## src/rtl/fifo_wr_arbiter.sv

```systemverilog
// fifo_wr_arbiter: round-robin arbiter merging NUM_REQ valid/ready requesters
// into a single FIFO write port, with packet lock and a MAX_BURST beat cap.
// Ports:
//   clk, rst          - clock, synchronous active-high reset
//   req_valid/last    - per-requester valid and last-beat flags
//   req_data          - packed requester data, i at [i*DATA_WIDTH +: DATA_WIDTH]
//   req_ready         - per-requester accept
//   fifo_wr_en/data   - FIFO write strobe and word
//   fifo_wr_full      - FIFO full flag
//   grant_id, busy    - current grant holder (0 when idle), GRANT-state flag
// Optional: `define FIFO_ARB_TIMEOUT_EN releases a grant after TIMEOUT
// consecutive idle (no valid, not full) cycles of the holder.
module fifo_wr_arbiter #(
  parameter int DATA_WIDTH = 32,
  parameter int NUM_REQ    = 4,
  parameter int MAX_BURST  = 4,
  parameter int TIMEOUT    = 16
) (
  input  logic                          clk,
  input  logic                          rst,
  input  logic [NUM_REQ-1:0]            req_valid,
  input  logic [NUM_REQ*DATA_WIDTH-1:0] req_data,
  input  logic [NUM_REQ-1:0]            req_last,
  output logic [NUM_REQ-1:0]            req_ready,
  output logic                          fifo_wr_en,
  output logic [DATA_WIDTH-1:0]         fifo_wr_data,
  input  logic                          fifo_wr_full,
  output logic [$clog2(NUM_REQ)-1:0]    grant_id,
  output logic                          busy
);

  localparam int IDW = $clog2(NUM_REQ);
  localparam logic [IDW:0] NREQ = (IDW+1)'(NUM_REQ);
  localparam logic [8:0] BURST_MAX = 9'(MAX_BURST);

  if (NUM_REQ < 2 || NUM_REQ > 16) begin : g_bad_num_req
    $error("fifo_wr_arbiter: NUM_REQ out of range 2..16");
  end
  if (MAX_BURST < 1 || MAX_BURST > 256) begin : g_bad_burst
    $error("fifo_wr_arbiter: MAX_BURST out of range 1..256");
  end
  if (TIMEOUT < 1) begin : g_bad_timeout
    $error("fifo_wr_arbiter: TIMEOUT must be at least 1");
  end

  typedef enum logic {
    S_IDLE,
    S_GRANT
  } state_t;

  state_t           r_state;
  state_t           w_state_nxt;
  logic [IDW-1:0]   r_grant;
  logic [IDW-1:0]   r_last;
  logic [8:0]       r_beats;

  logic             w_found;
  logic [IDW-1:0]   w_pick;
  logic [IDW:0]     w_sum;
  logic [DATA_WIDTH-1:0] w_data;
  logic             w_grant;
  logic             w_active;
  logic             w_xfer;
  logic [8:0]       w_beats_inc;
  logic             w_burst_end;
  logic             w_release;
  logic             w_timeout;

  // Round-robin search starting one past the last holder.
  always_comb begin
    w_found = 1'b0;
    w_pick  = '0;
    w_sum   = '0;
    for (int k = 1; k <= NUM_REQ; k++) begin
      w_sum = {1'b0, r_last} + (IDW+1)'(k);
      if (w_sum >= NREQ) begin
        w_sum = w_sum - NREQ;
      end
      if (!w_found && req_valid[w_sum[IDW-1:0]]) begin
        w_found = 1'b1;
        w_pick  = w_sum[IDW-1:0];
      end
    end
  end

  always_comb begin
    w_data = '0;
    for (int i = 0; i < NUM_REQ; i++) begin
      if (r_grant == IDW'(i)) begin
        w_data = req_data[i*DATA_WIDTH +: DATA_WIDTH];
      end
    end
  end

  assign w_grant     = (r_state == S_GRANT);
  assign w_xfer      = w_grant && req_valid[r_grant] && !fifo_wr_full;
  assign w_beats_inc = r_beats + 9'd1;
  assign w_burst_end = (w_beats_inc == BURST_MAX);
  assign w_release   = (w_xfer && (req_last[r_grant] || w_burst_end))
                     || w_timeout;

`ifdef FIFO_ARB_TIMEOUT_EN
  localparam int IW = $clog2(TIMEOUT + 1);

  logic [IW-1:0] r_idle;
  logic [IW-1:0] w_idle_inc;
  logic          w_idle_cnt;

  assign w_idle_cnt = w_grant && !req_valid[r_grant] && !fifo_wr_full;
  assign w_idle_inc = r_idle + IW'(1);
  assign w_timeout  = w_idle_cnt && (w_idle_inc == IW'(TIMEOUT));

  always_ff @(posedge clk) begin
    if (rst) begin
      r_idle <= '0;
    end else if (!w_grant || w_xfer || w_release) begin
      r_idle <= '0;
    end else if (w_idle_cnt) begin
      r_idle <= w_idle_inc;
    end
  end
`else
  assign w_timeout = 1'b0;
`endif

  always_comb begin
    w_state_nxt = r_state;
    unique case (r_state)
      S_IDLE:  if (w_found)   w_state_nxt = S_GRANT;
      S_GRANT: if (w_release) w_state_nxt = S_IDLE;
    endcase
  end

  always_ff @(posedge clk) begin
    if (rst) begin
      r_state <= S_IDLE;
      r_grant <= '0;
      r_last  <= IDW'(NUM_REQ - 1);
      r_beats <= '0;
    end else begin
      r_state <= w_state_nxt;
      if (!w_grant && w_found) begin
        r_grant <= w_pick;
        r_beats <= '0;
      end else if (w_xfer) begin
        r_beats <= w_beats_inc;
      end
      if (w_release) begin
        r_last <= r_grant;
      end
    end
  end

  // Outputs are masked by rst so a burst cut by reset writes nothing
  // in the reset cycle itself.
  assign w_active     = w_grant && !rst;
  assign busy         = w_active;
  assign grant_id     = w_active ? r_grant : '0;
  assign fifo_wr_en   = w_active && req_valid[r_grant] && !fifo_wr_full;
  assign fifo_wr_data = w_active ? w_data : '0;

  always_comb begin
    req_ready = '0;
    if (w_active && !fifo_wr_full) begin
      req_ready[r_grant] = 1'b1;
    end
  end

endmodule

```

## config.mk

```make
export PLATFORM = sky130hd
export DESIGN_NAME = fifo_wr_arbiter
export DESIGN_NICKNAME = d
export VERILOG_FILES = /design/src/rtl/fifo_wr_arbiter.sv
export SDC_FILE = /design/constraint.sdc
export NUM_CORES = 1
export LEC_CHECK = 0
export ABC_AREA = 1
export BUFFER_PORTS_ARGS = -buffer_cell sky130_fd_sc_hd__buf_4
export CORE_MARGIN = 4
export CORE_UTILIZATION = 41
export CTS_CLUSTER_DIAMETER = 80
export DETAILED_ROUTE_END_ITERATION = 10
export GPL_ROUTABILITY_DRIVEN = 0
export PLACE_DENSITY = 0.88
export SLEW_MARGIN = 20
export SYNTH_ARGS = -nofsm -noshare
export SYNTH_HDL_FRONTEND = slang
export SYNTH_SLANG_ARGS = --single-unit
```

## constraint.sdc

```tcl
create_clock -name clk -period 3.2 [get_ports clk]
set_input_delay 0.16 -clock clk [delete_from_list [all_inputs] [get_ports clk]]
set_output_delay 0.16 -clock clk [all_outputs]
set_load 0.05 [all_outputs]
```

==> flow_metrics.py <==
metrics = {
    "route": {
        "wl_um": 9880,
        "first_pass_iters": 5,
        "drc": 0,
        "avgRoutedWirePerCell_um": 16.2,
        "viasPerCell": 5.39,
        "drt-initial-drc-count": 215,
        "vias": 3283,
        "postRouteAntennaNets": 0,
    },
    "worst_hold_path": {
        "hp-class": "primary input to flip-flop",
        "min_from": "rst",
    },
    "timing": {
        "hold_viol": 0,
        "setup_violations": 0,
        "clock_skew_ns": 0.00441,
        "slew-limit-headroom": 0.473,
        "clock.fmax_mhz": 389,
        "grt_setup_unrepaired": "no",
        "slew_violations": 0,
        "fin_crit_sh": 0.803,
        "whs_ns": 0.213,
        "fin_tns_setup_ns": 0,
        "period_needed_ns": 2.57,
        "tightestPinTransition_ns": 0.790,
    },
    "yosys": {
        "syn_nets": 518,
        "synthArstFlopShare": 0,
        "netlist_instances": 378,
        "yosysTopAreaCell": "nand2_1",
        "synth_top_area_frac": 0.170,
        "ys_types": 37,
        "ys_warn_count": 0,
        "seq_area_frac_synth": 0.133,
        "yosysMostFrequentCell": "nand2_1",
        "ys_top_cells_by_count": "nand2_1 (96), nor2_1 (44), inv_1 (39)",
        "syn_area_um2": 2110,
        "synth_edf_count": 0,
        "ys_ff_latch": 14,
        "ys.flop_type": "dfxtp_1",
        "syn-mean-instance-area_um2": 5.59,
        "netlist_top_cells_area": "nand2_1 (17%), dfxtp_1 (13%), nand3_1 (8.8%), nor2_1 (7.8%), o21ai_0 (7.1%)",
    },
    "setup_path": {
        "arrival_ns": 2.41,
        "crit_chain": "inv_2 > nand2_1 > or2_2 > o221ai_1 > a21oi_1 > buf_4",
        "critPathLaunchType": "flip-flop",
        "r2r_slack_ns": 0.92,
        "cp.buffers_inverters": 2,
        "worstSetupStartpoint": "r_grant[0]",
        "crit_path_max_fanout": 23,
        "end_kind": "output pin",
        "reg2reg_from": "r_grant[0]",
        "path_class": "flip-flop to output pin",
        "cp_slowest_cell": "dfxtp_1",
        "critPathRequiredTime_ns": 3.04,
        "max_stage_delay_ns": 0.77,
        "crit_family": "flip-flops",
    },
    "final_layout": {
        "seqCellArea_um2": 280,
        "nets": 683,
        "fin_area_um2": 3500,
        "fillers": 413,
        "diodes": 0,
        "areaGrowthSynthToFinish_pct": 65.7,
        "multi_input_area_um2": 1540,
        "layout-drive-gt1-share": 0.406,
    },
    "global_routing": {
        "antenna_found_initial": 0,
        "grt_pass1_vias": 2992,
        "grt_max_degree": 34,
        "grt.total_usage": 0.294,
        "grt_first_pass_wirelength_um": 14800,
        "overflow": 0,
    },
    "clock_network": {
        "cts_resized": 0,
        "clkTransAtPathRegs_ns": 0.06,
        "cts_tree": "yes",
        "h-tree-depth": 1,
        "cts_setup_buffers": 0,
        "root_buffer": "clkbuf_8",
        "clockBufferDepth": 2,
        "clock_latency_ns": 0.25,
        "cts_buffers": 3,
        "cts_sinks": 14,
        "cts_hold_buf": 0,
    },
    "placed_design": {
        "dpl.hpwl_um": 8050,
        "port_buffers": 178,
        "postPlaceCellArea_um2": 3450,
    },
    "pwr": {
        "power_density_nw_per_um2": 409,
        "ir_drop_mv": 0.243,
        "p_leak_uw": 0.00184,
    },
    "run": {
        "cap_violations": 0,
    },
    "floorplanning": {
        "coreArea_um2": 4850,
        "rows": 25,
        "pin_count": 179,
        "start_util": 0.436,
        "die_h_um": 79.8,
        "dieWidth_um": 79.8,
        "dieArea_um2": 6370,
    },
    "outcome": {
        "status": "complete, no violations",
    },
}
## cell families after synthesis
kind of cell | synth area share
simple gates | 0.436
fa+ha+maj | 0.00592
xor+xnor | 0.0172
buf+inv | 0.139
flops | 0.133
compound gates | 0.270
## stage by stage
stage,instances,power (µW),utilization,worst slack [ns]
2_1_floorplan,378,931,-,1.23
3_3_place_gp,605,1240,0.711,0.989
3_5_place_dp,605,1260,0.711,0.947
4_1_cts,609,1430,0.723,0.660
5_1_grt,609,1530,0.723,0.414
6_report,609,1430,0.723,0.630
## worst register-to-register path, delay by kind of cell (launching register included)
family	cells	cell delay, ns
compound gates	1	0.25
flops	1	0.77
simple gates	6	0.88
buf+inv	1	0.31
## path summary, 6_finish.rpt
kind	endpoint	cells after the start
setup / recovery	fifo_wr_data[23]	6
hold / removal	r_state	4
setup reg to reg	r_last[1]	8
hold reg to reg	r_beats[7]	2
## per-layer routing
layer	share of wire	global-route usage	vias up
met5	0	0	-
met4	0.038	0.103	0
met3	0.10	0.0688	35
met2	0.48	0.501	171
met1	0.38	0.359	1495
li1	-	-	1582
## registers in the layout (all words and copies together), names as in the netlist
register  flops
r_beats       9
r_grant       2
r_last        2
r_state       1
## report_power, final
part / total (µW) / internal [µW] / leakage (µW) / switching (µW)
Combinational: 1030 / 375 / 0.00169 / 654
Sequential: 231 / 187 / 0.000114 / 44.1
Clock: 173 / 109 / 0.0000288 / 64.1
Total: 1430 / 671 / 0.00184 / 762
## cell usage in the layout (no fill, tap or decap)
master / count
a211oi_1: 1
a21oi_1: 12
a21oi_2: 5
and2_1: 1
buf_4: 182
clkbuf_8: 4
clkinv_1: 1
dfxtp_1: 14
ha_1: 1
inv_1: 39
inv_2: 5
inv_4: 1
nand2_1: 96
nand2_2: 7
nand2_4: 1
nand2_8: 1
nand3_1: 37
nand3_2: 1
nand4_1: 5
nor2_1: 43
nor2_2: 2
nor2_4: 1
nor3_1: 1
nor3_2: 4
o211ai_1: 19
o21a_1: 2
o21ai_0: 30
o21ai_1: 3
o21ai_2: 1
o21bai_1: 2
o221ai_1: 10
o22ai_1: 4
or2_2: 4
xnor2_1: 1
xor2_4: 1
## area by class of cell
type	count	area share
Multi-Input combinational cell	296	0.440
Timing Repair Buffer	182	0.390
Sequential cell	14	0.0800
Inverter	46	0.0500
Tap cell	67	0.0239
Clock buffer	4	0.0157
Power figures use the tool's default switching activity.
